==> config.mk <==
export PLATFORM = sky130hd
export DESIGN_NAME = bus_cycle_ctrl
export DESIGN_NICKNAME = d
export VERILOG_FILES = /design/src/rtl/bus_cycle_ctrl.sv
export SDC_FILE = /design/constraint.sdc
export NUM_CORES = 1
export LEC_CHECK = 0
export ABC_AREA = 1
export BUFFER_PORTS_ARGS = -buffer_cell sky130_fd_sc_hd__buf_2
export CAP_MARGIN = 20
export CORE_MARGIN = 3
export CORE_UTILIZATION = 55
export DETAILED_ROUTE_END_ITERATION = 10
export GPL_ROUTABILITY_DRIVEN = 0
export PLACE_DENSITY = 0.82
export SYNTH_ARGS = -nofsm -noshare
export SYNTH_HDL_FRONTEND = slang
export SYNTH_SLANG_ARGS = --single-unit
==> constraint.sdc <==
create_clock -name clk -period 2.28 [get_ports clk]
set_input_delay 0.114 -clock clk [delete_from_list [all_inputs] [get_ports clk]]
set_output_delay 0.114 -clock clk [all_outputs]
set_load 0.1 [all_outputs]
==> src/rtl/bus_cycle_ctrl.sv <==
// One CPU memory cycle through addr_decode: latch the region nibble, hold the decoder
// enable, drive the oe_n/we_n strobes and stretch the access phase for slow regions or wait_ext.
//
// state    | meaning
// ---------+-------------------------------------------------------------
// S_IDLE   | no cycle in progress; rdy high, req sampled every edge
// S_SETUP  | decoder enabled, strobes inactive, counting setup clocks
// S_ACCESS | strobe active, counting slow-region waits, held by wait_ext
// S_HOLD   | strobe released, decoder still enabled for hold clocks
module bus_cycle_ctrl #(
  parameter int          SETUP_CYCLES = 1,
  parameter int          WAIT_SLOW    = 3,
  parameter int          HOLD_CYCLES  = 1,
  parameter logic [15:0] SLOW_MASK    = 16'h8000
) (
  input  logic       clk,
  input  logic       reset_n,
  input  logic       req,
  input  logic [3:0] cpu_addr,
  input  logic       cpu_rw,
  input  logic       wait_ext,
  input  logic [7:0] rd_data_in,
  output logic       dec_enable,
  output logic [3:0] dec_addr,
  output logic       oe_n,
  output logic       we_n,
  output logic       rdy,
  output logic       done,
  output logic [7:0] rd_data
);

  typedef enum logic [1:0] {S_IDLE, S_SETUP, S_ACCESS, S_HOLD} state_t;

  localparam logic [3:0] L_SETUP_LD = 4'(SETUP_CYCLES - 1);
  localparam logic [3:0] L_WAIT_LD  = 4'(WAIT_SLOW);
  localparam logic [3:0] L_HOLD_LD  = 4'((HOLD_CYCLES > 0) ? HOLD_CYCLES - 1 : 0);

  state_t     r_state, w_state_nxt;
  logic [3:0] r_cnt, w_cnt_nxt;
  logic       r_rw, w_rw_nxt;
  logic       r_slow, w_slow_nxt;
  logic [3:0] w_addr_nxt;
  logic       w_en_nxt, w_oe_nxt, w_we_nxt, w_rdy_nxt, w_done_nxt;
  logic [7:0] w_rd_nxt;

  always_ff @(posedge clk or negedge reset_n) begin
    if (!reset_n) begin
      r_state    <= S_IDLE;
      r_cnt      <= 4'd0;
      r_rw       <= 1'b0;
      r_slow     <= 1'b0;
      dec_addr   <= 4'd0;
      dec_enable <= 1'b0;
      oe_n       <= 1'b1;
      we_n       <= 1'b1;
      rdy        <= 1'b1;
      done       <= 1'b0;
      rd_data    <= 8'd0;
    end else begin
      r_state    <= w_state_nxt;
      r_cnt      <= w_cnt_nxt;
      r_rw       <= w_rw_nxt;
      r_slow     <= w_slow_nxt;
      dec_addr   <= w_addr_nxt;
      dec_enable <= w_en_nxt;
      oe_n       <= w_oe_nxt;
      we_n       <= w_we_nxt;
      rdy        <= w_rdy_nxt;
      done       <= w_done_nxt;
      rd_data    <= w_rd_nxt;
    end
  end

  always_comb begin
    w_state_nxt = r_state;
    w_cnt_nxt   = r_cnt;
    w_rw_nxt    = r_rw;
    w_slow_nxt  = r_slow;
    w_addr_nxt  = dec_addr;
    w_en_nxt    = dec_enable;
    w_oe_nxt    = oe_n;
    w_we_nxt    = we_n;
    w_rdy_nxt   = rdy;
    w_done_nxt  = 1'b0;
    w_rd_nxt    = rd_data;
    case (r_state)
      S_IDLE: begin
        if (req) begin
          w_addr_nxt  = cpu_addr;
          w_rw_nxt    = cpu_rw;
          w_slow_nxt  = SLOW_MASK[cpu_addr];
          w_en_nxt    = 1'b1;
          w_rdy_nxt   = 1'b0;
          w_cnt_nxt   = L_SETUP_LD;
          w_state_nxt = S_SETUP;
        end
      end
      S_SETUP: begin
        if (r_cnt == 4'd0) begin
          w_cnt_nxt   = r_slow ? L_WAIT_LD : 4'd0;
          w_oe_nxt    = ~r_rw;
          w_we_nxt    = r_rw;
          w_state_nxt = S_ACCESS;
        end else begin
          w_cnt_nxt = r_cnt - 4'd1;
        end
      end
      S_ACCESS: begin
        // wait_ext freezes both the counter and the state
        if (!wait_ext) begin
          if (r_cnt != 4'd0) begin
            w_cnt_nxt = r_cnt - 4'd1;
          end else begin
            w_oe_nxt = 1'b1;
            w_we_nxt = 1'b1;
            if (r_rw) w_rd_nxt = rd_data_in;
            if (HOLD_CYCLES > 0) begin
              w_cnt_nxt   = L_HOLD_LD;
              w_state_nxt = S_HOLD;
            end else begin
              w_en_nxt    = 1'b0;
              w_rdy_nxt   = 1'b1;
              w_done_nxt  = 1'b1;
              w_state_nxt = S_IDLE;
            end
          end
        end
      end
      S_HOLD: begin
        if (r_cnt == 4'd0) begin
          w_en_nxt    = 1'b0;
          w_rdy_nxt   = 1'b1;
          w_done_nxt  = 1'b1;
          w_state_nxt = S_IDLE;
        end else begin
          w_cnt_nxt = r_cnt - 4'd1;
        end
      end
      default: w_state_nxt = S_IDLE;
    endcase
  end

endmodule
==> results.cfg, run 1 <==
[run_status]
status = completed

[yosys]
synth-simple-area-share = 0.2728
synth_compound_area_frac = 0.08532
avgSynthCellArea_um2 = 8.190
synth_xor_area_frac = 0
synth_top_area_cell = dfrtp_1
ys_seq_area_frac = 0.4990
synth_top_family_by_area = simple AND/OR/NAND/NOR gates
synthMuxAreaShare = 0
synth_adder_area_share = 0.05952
ys_types = 17
syn_area_um2 = 1261
syn-instance-count = 154
synth_common_cells = 49 x nand2_1, 25 x inv_1, 22 x dfrtp_1
yosysMostFrequentCell = nand2_1
synth-main-ff-cell = dfrtp_1
synth_warnings = 0
synth-edff-count = 0
syn-num-nets = 177
ys_async_sr_fraction = 1.000
ys_ff_latch = 25
yosys-top-cells-area = dfrtp_1 44%, nand2_1 15%, inv_1 7.4%, dfstp_2 6.3%, ha_1 6.0%
synth_top_area_share = 0.4365

[sta]
slew_viol_final = 0
fin_crit_sh = 0.8060
hold_violations = 0
max_clock_freq_mhz = 544.2
worst_slew_pin_slew_ns = 0.6110
finalCriticalPeriod_ns = 1.838
slew_headroom = 0.5914
fin_ws_ns = 0.4423
grt_setup_unrepaired = false
final.setup.tns_ns = 0
hold_ws_ns = 0.06134
skew_ns = 0.004831
setup_viol = 0

[grt]
antenna_found_initial = 0
grt_pass1_wl_um = 5050
grt_max_degree = 26
gr-total-overflow = 0
first_global_vias = 1133
grtUsageTotal = 0.2482

[clocking]
clk_pin_slew_ns = 0.14
clk_path_buf_depth = 2
htree_num_levels = 1
cts_tree = yes
cts_sinks = 25
cts_made_buffers = 3
worstSkewPairLatency_ns = 0.32
post_cts_buffers = 0
root_buffer = clkbuf_4

[placement]
dp_hpwl_um = 1992
pre_cts_ws_ns = 0.5631
io_buffers = 33
place_area_um2 = 1449

[cells_and_area]
drive_gt1_frac = 0.2266
nFillCells = 142
final_cell_area_um2 = 1605
antenna_cells = 0
area_delta_synth_final_pct = 27.28
register_area_um2 = 629.4
nets = 227
multi_input_area_um2 = 526.8

[floorplan]
die_w_um = 53.89
dieArea_um2 = 2904
fp.dieH_um = 53.89
start_util = 0.6117
ios = 34
rows = 16
coreArea_um2 = 2062

[setup_path]
slowest_delay_ns = 0.48
worst-path-buf-inv = 1
critPathTopFamily = simple AND/OR/NAND/NOR gates
worstPathArrival_ns = 2.07
crit_fanout = 16
crit_required_ns = 2.51
path_cells = inv_1 -> ha_1 -> nand2_4 -> nor3_4 -> nand2_1 -> o21ai_0
critPathLaunchType = flip-flop
criticalPathCategory = reg2reg
end_kind = flip-flop
critical-path-slowest-cell = nor3_4

[run]
maxCapViolCount = 0

[routing]
drt-met1-wl_um = 1222
routed_wl_um = 3040
drc = 0
drtIter0Drc = 18
top_layer = met4
wl_per_cell_um = 13.22
routed-wl-met2_um = 1604
vias = 1163
viasPerCell = 5.057
drt.antenna.violating_nets = 0
first_pass_iters = 4
wl_met3_um = 160

[worst_hold_path]
hold_path_class = in2reg
routing by layer:
| metal | up-vias | GRT usage |
|---|---|---|
| li1 | 573 | - |
| met1 | 545 | 0.3089 |
| met2 | 39 | 0.4214 |
| met3 | 6 | 0.05817 |
| met4 | 0 | 0.08085 |
| met5 | - | 0 |
worst reg2reg max path: stages (launching register included):
cell	delay [ns]
dfrtp_1	0.42
inv_1	0.14
ha_1	0.31
nand2_4	0.10
nor3_4	0.48
nand2_1	0.16
o21ai_0	0.14
cell usage in the layout, fill, tap and decap left out, drive strengths merged:
cell type and n:
o21ai 15, ha 6, nand3 11, nor3 1
dfstp 3, dlygate4sd3 13, a21oi 2, o21a 2
nand4 2, dfrtp 22, buf 33, nand2 52
clkbuf 4, inv 25, nor2 12
cell type report:
class / instances / area share
Timing Repair Buffer: 46 / 0.1839
Inverter: 25 / 0.05846
Sequential cell: 25 / 0.3921
Clock buffer: 4 / 0.01637
Tap cell: 27 / 0.02104
Multi-Input combinational cell: 103 / 0.3281
flip-flops by register name, indices dropped and copies added, names as in the netlist, 2 cells and up:
| signal | cells |
|---|---|
| rd_data | 8 |
| r_cnt | 4 |
| dec_addr | 4 |
| r_state | 2 |
per-stage QoR:
step                      instances  utilization
after floorplan                 154            -
after global placement          213       0.7027
after detailed placement        213       0.7027
after CTS                       230       0.7785
after global routing            230       0.7785
final                           230       0.7785
cells by family (layout without fill, tap and decap cells):
| group | Yosys count | in the layout |
|---|---|---|
| adder cells (fa/ha/maj) | 6 | 6 |
| AND/OR/NAND/NOR | 78 | 78 |
| flip-flops | 25 | 25 |
| buffers and inverters | 26 | 75 |
| AO/OA/AOI/OAI | 19 | 19 |
what timing repair did:
item                                   in CTS  in global routing
hold buffers                               13                  0
endpoints found under the hold margin      34                  0
gates resized for setup                     0                  0
worst paths after layout:
check                                         from                       to  slack (ns)  cells past startpoint
min in group asynchronous                  reset_n     r_cnt[3]$_DFFE_PN0P_        0.29                      2
max reg2reg                   r_cnt[0]$_DFFE_PN0P_   rd_data[3]$_DFFE_PN0P_        0.44                      6
min reg2reg                dec_addr[0]$_DFFE_PN0P_  dec_addr[0]$_DFFE_PN0P_        0.50                      2
min                                    cpu_addr[1]  dec_addr[1]$_DFFE_PN0P_        0.06                      3
max in group asynchronous                  reset_n         oe_n$_DFFE_PN1P_        1.61                      2
max                           r_cnt[0]$_DFFE_PN0P_   rd_data[3]$_DFFE_PN0P_        0.44                      6
Power of run 1 is not shown: default switching activity piles up to over one toggle a cycle in this logic, so the estimate is an artifact.
==> inputs of run 2 (changes only) <==
--- a/config.mk
+++ b/config.mk
@@ -9,10 +9,10 @@
 export BUFFER_PORTS_ARGS = -buffer_cell sky130_fd_sc_hd__buf_2
 export CAP_MARGIN = 20
 export CORE_MARGIN = 3
-export CORE_UTILIZATION = 55
+export CORE_UTILIZATION = 51
 export DETAILED_ROUTE_END_ITERATION = 10
 export GPL_ROUTABILITY_DRIVEN = 0
-export PLACE_DENSITY = 0.82
+export PLACE_DENSITY = 0.77
 export SYNTH_ARGS = -nofsm -noshare
 export SYNTH_HDL_FRONTEND = slang
 export SYNTH_SLANG_ARGS = --single-unit
==> constraint.sdc (replaced) <==
create_clock -name clk -period 1.9 [get_ports clk]
set_input_delay 0.095 -clock clk [delete_from_list [all_inputs] [get_ports clk]]
set_output_delay 0.095 -clock clk [all_outputs]
set_load 0.1 [all_outputs]
==> run 2 against run 1 <==
  * Flip-flop and latch count stayed put
  * Non-clock buffer count rose by 1
  * Final cell count rose by 0.87%
  * Clock skew up 0.0038 ns
  * Critical path type unchanged
  * Highest routed layer unchanged
==> results.cfg, run 2 (synthesis results as in run 1) <==
[grt]
grtUsageTotal = 0.1854
antenna_found_initial = 0
gr-total-overflow = 0
first_global_vias = 1118
grt_max_degree = 26
grt_pass1_wl_um = 4629

[placement]
dp_cells = 214
dp_hpwl_um = 1975
io_buffers = 33
pre_cts_ws_ns = 0.1679

[sta]
grt_setup_unrepaired = false
hold_violations = 0
slew_viol_final = 0
fin_ws_ns = 0.2556
final.setup.tns_ns = 0
skew_ns = 0.008596
fin_crit_sh = 0.8655
worst_slew_pin_slew_ns = 0.5467
setup_viol = 0
finalCriticalPeriod_ns = 1.644
max_clock_freq_mhz = 608.1
slew_headroom = 0.6355

[floorplan]
die_w_um = 55.73
coreArea_um2 = 2276
fp.dieH_um = 55.73
start_util = 0.5542
rows = 17
dieArea_um2 = 3106
ios = 34

[clocking]
clk_path_buf_depth = 2
cts_tree = yes
cts_resized = 0
root_buffer = clkbuf_4
cts_sinks = 25
htree_num_levels = 1
worstSkewPairLatency_ns = 0.32
clk_pin_slew_ns = 0.13
cts_made_buffers = 3

[setup_path]
slowest_delay_ns = 0.42
critical-path-slowest-cell = dfrtp_1
crit_required_ns = 2.16
crit_fanout = 6
critPathTopFamily = simple AND/OR/NAND/NOR gates
criticalPathCategory = reg2reg
critPathMostFrequentCell = nand2_1
worstPathArrival_ns = 1.91
end_kind = flip-flop
path_cells = inv_1 -> ha_1 -> nand2_1 -> o21a_1 -> nand2_1 -> nor2_1 -> nand2_1 -> nand2_1
worst-path-buf-inv = 1
critPathLaunchType = flip-flop

[routing]
viasPerCell = 5.078
drt.antenna.violating_nets = 0
vias = 1178
drtIter0Drc = 40
first_pass_iters = 6
routed_wl_um = 2822
drc = 0
wl_per_cell_um = 12.16

[worst_hold_path]
hold_path_class = in2reg

[cells_and_area]
regMostFlops = rd_data
drive_gt1_frac = 0.2304
nets = 228
area_delta_synth_final_pct = 28.97
nFillCells = 162
instances_no_fill = 232
largest_register_ffs = 8
antenna_cells = 0
reg_top3 = rd_data (8), dec_addr (4), r_cnt (4)
final_common_cell = nand2_1
mostFrequentLayoutCells = 49 x nand2_1, 33 x buf_2, 25 x inv_1

[run_status]
status = completed

[run]
maxCapViolCount = 0
[run 2: cell count changes in the layout (fill, tap and decap cells not counted)]
cell,delta
buf_12,+1
[run 2: final timing paths]
check	cells after the start	slack (ns)	to	startpoint
worst max-delay path	8	0.26	r_cnt[0]$_DFFE_PN0P_	r_state[0]$_DFFE_PN0P_
worst min-delay path	3	0.05	dec_addr[1]$_DFFE_PN0P_	cpu_addr[1]
worst max register to register	8	0.26	r_cnt[0]$_DFFE_PN0P_	r_state[0]$_DFFE_PN0P_
worst min register to register	2	0.50	rdy$_DFFE_PN1P_	rdy$_DFFE_PN1P_
max in group asynchronous	2	1.24	oe_n$_DFFE_PN1P_	reset_n
min in group asynchronous	2	0.27	done$_DFF_PN0_	reset_n
[run 2: what timing repair did]
item                                   4_1_cts  5_1_grt
hold buffers                                13        0
endpoints found under the hold margin       34        0
buffers inserted                             0        1
setup endpoints to repair                    0        1
[run 2: area by class of cell]
| cell class | count | area [um^2] | area share |
|---|---|---|---|
| Multi-Input combinational cell | 103 | 526.8 | 0.3238 |
| Clock buffer | 4 | 26.28 | 0.01615 |
| Timing Repair Buffer | 47 | 315.3 | 0.1938 |
| Tap cell | 28 | 35.03 | 0.02154 |
| Inverter | 25 | 93.84 | 0.05769 |
| Sequential cell | 25 | 629.4 | 0.3869 |
[run 2: routing by layer]
layer	GRT usage	wire length [um]	vias to the layer above
li1	-	-	575
met1	0.2097	1155	545
met2	0.3463	1478	51
met3	0.02320	124	7
met4	0.07639	63	0
met5	0	0	-
[run 2: worst min-delay path: cells and delay by family]
kind                   cells  cell delay, ns
buffers and inverters      1            0.09
AND/OR/NAND/NOR            2            0.15
[run 2: per-stage QoR]
stage                 util  area, um^2  hold WS (ns)
finish              0.7147        1627       0.05228
global placement    0.6372        1450        0.1129
CTS                 0.7059        1607       0.05676
floorplan                -        1261       -0.2006
global route        0.7147        1627       0.06121
detailed placement  0.6372        1450        0.1159
Power of run 2 is left out for the same reason.
==> inputs of run 3 (changes only) <==
--- a/config.mk
+++ b/config.mk
@@ -13,6 +13,7 @@
 export DETAILED_ROUTE_END_ITERATION = 10
 export GPL_ROUTABILITY_DRIVEN = 0
 export PLACE_DENSITY = 0.77
+export RECOVER_POWER = 100
 export SYNTH_ARGS = -nofsm -noshare
 export SYNTH_HDL_FRONTEND = slang
 export SYNTH_SLANG_ARGS = --single-unit
==> run 3 against run 2 <==
  * Non-clock buffer count stayed put
  * Clock skew is 0.0018 ns lower
  * Clock-buffer cell count stayed put
  * Core utilization is 0.93 points lower
  * Critical endpoint is now rd_data[2]$_DFFE_PN0P_
  * Worst setup slack worse by 0.075 ns
  * Die area stayed put
==> results.cfg, run 3 (synthesis results as in run 1) <==
[cells_and_area]
drive_gt1_frac = 0.2059
largest_register_ffs = 8
final_common_cell = nand2_1
reg_top3 = rd_data (8), dec_addr (4), r_cnt (4)
area_delta_synth_final_pct = 27.28
nets = 228
fin_util = 0.7053
antenna_cells = 0
regMostFlops = rd_data
mostFrequentLayoutCells = 49 x nand2_1, 25 x inv_1, 22 x dfrtp_1

[grt]
antenna_found_initial = 0
gr-total-overflow = 0
grt_pass1_wl_um = 4629
grtUsageTotal = 0.1854
first_global_vias = 1118
grt_max_degree = 26

[clocking]
cts_made_buffers = 3
root_buffer = clkbuf_4
clk_pin_slew_ns = 0.13
cts_resized = 0
cts_tree = yes
cts_sinks = 25
clk_path_buf_depth = 2
worstSkewPairLatency_ns = 0.31
htree_num_levels = 1

[sta]
max_clock_freq_mhz = 581.5
worst_slew_pin_slew_ns = 1.317
grt_setup_unrepaired = false
setup_viol = 0
skew_ns = 0.006795
finalCriticalPeriod_ns = 1.720
slew_viol_final = 0
fin_crit_sh = 0.9052
final.setup.tns_ns = 0
hold_violations = 0
slew_headroom = 0.1218

[setup_path]
critical-path-slowest-cell = dfrtp_1
end_kind = flip-flop
crit_start = r_cnt[0]$_DFFE_PN0P_
path_cells = inv_1 -> ha_1 -> nand2_4 -> nor3_4 -> clkbuf_2 -> o21ai_0
critPathLaunchType = flip-flop
worstPathArrival_ns = 1.91
r2r-start = r_cnt[0]$_DFFE_PN0P_
slowest_delay_ns = 0.42
crit_required_ns = 2.09
criticalPathCategory = reg2reg
crit_fanout = 16

[floorplan]
dieArea_um2 = 3106
ios = 34
die_w_um = 55.73
fp.dieH_um = 55.73
coreArea_um2 = 2276
start_util = 0.5542
rows = 17

[routing]
wl_per_cell_um = 12.28
drtIter0Drc = 34
first_pass_iters = 5
drt.antenna.violating_nets = 0
routed_wl_um = 2850
viasPerCell = 5.108
vias = 1185
drc = 0

[run]
maxCapViolCount = 0

[worst_hold_path]
hp-start = cpu_addr[1]
hold_path_class = in2reg

[run_status]
status = completed

[placement]
dp_hpwl_um = 1975
io_buffers = 33
-- run 3: cell count changes in the layout (fill, tap and decap cells not counted), sizes merged --
cell,previous run,this run
buf,34,16
clkbuf,4,22
-- run 3: stage by stage --
stage               instance area, um^2  instances  worst slack (ns)  hold slack [ns]
floorplan                          1261        154            0.4798          -0.2006
global route                       1605        232           0.04449          0.06121
global placement                   1450        214            0.2621           0.1129
finish                             1605        232            0.1802          0.05671
CTS                                1607        231            0.1437          0.05676
detailed placement                 1450        214            0.1679           0.1159
-- run 3: worst max-delay path: cells and delay by family (launching register included) --
family,cells,cell delay (ns)
buf+inv,2,0.46
flops,1,0.42
fa+ha+maj,1,0.31
simple gates,2,0.26
compound gates,1,0.14
-- run 3: routing by layer --
| metal | vias to the layer above | global-route usage | wire [um] |
|---|---|---|---|
| met5 | - | 0 | 0 |
| li1 | 576 | - | - |
| met4 | 0 | 0.07639 | 75 |
| met1 | 552 | 0.2097 | 1191 |
| met2 | 48 | 0.3463 | 1467 |
| met3 | 9 | 0.02320 | 115 |
-- run 3: final timing paths --
check / end / slack (ns) / depth (start not counted)
setup / recovery: rd_data[2]$_DFFE_PN0P_ / 0.18 / 6
hold / removal: dec_addr[1]$_DFFE_PN0P_ / 0.06 / 3
setup reg to reg: rd_data[2]$_DFFE_PN0P_ / 0.18 / 6
hold reg to reg: rdy$_DFFE_PN1P_ / 0.50 / 2
max in group asynchronous: rd_data[3]$_DFFE_PN0P_ / 0.54 / 2
min in group asynchronous: done$_DFF_PN0_ / 0.58 / 2
-- run 3: what timing repair did --
action / in CTS / in global routing
hold endpoints to repair: 34 / 0
hold buffers: 13 / 0
buffers inserted: 0 / 1
endpoints found under the setup margin: 0 / 1
-- run 3: layout make-up --
type / count / area, um^2
sequential: 25 / 629.4
fill: 167 / 670.6
clock buffer: 4 / 26.28
multi-input combinational: 103 / 526.8
tap: 28 / 35.03
inverter: 25 / 93.84
timing repair buffer: 47 / 294.0
Power of run 3 is left out for the same reason.
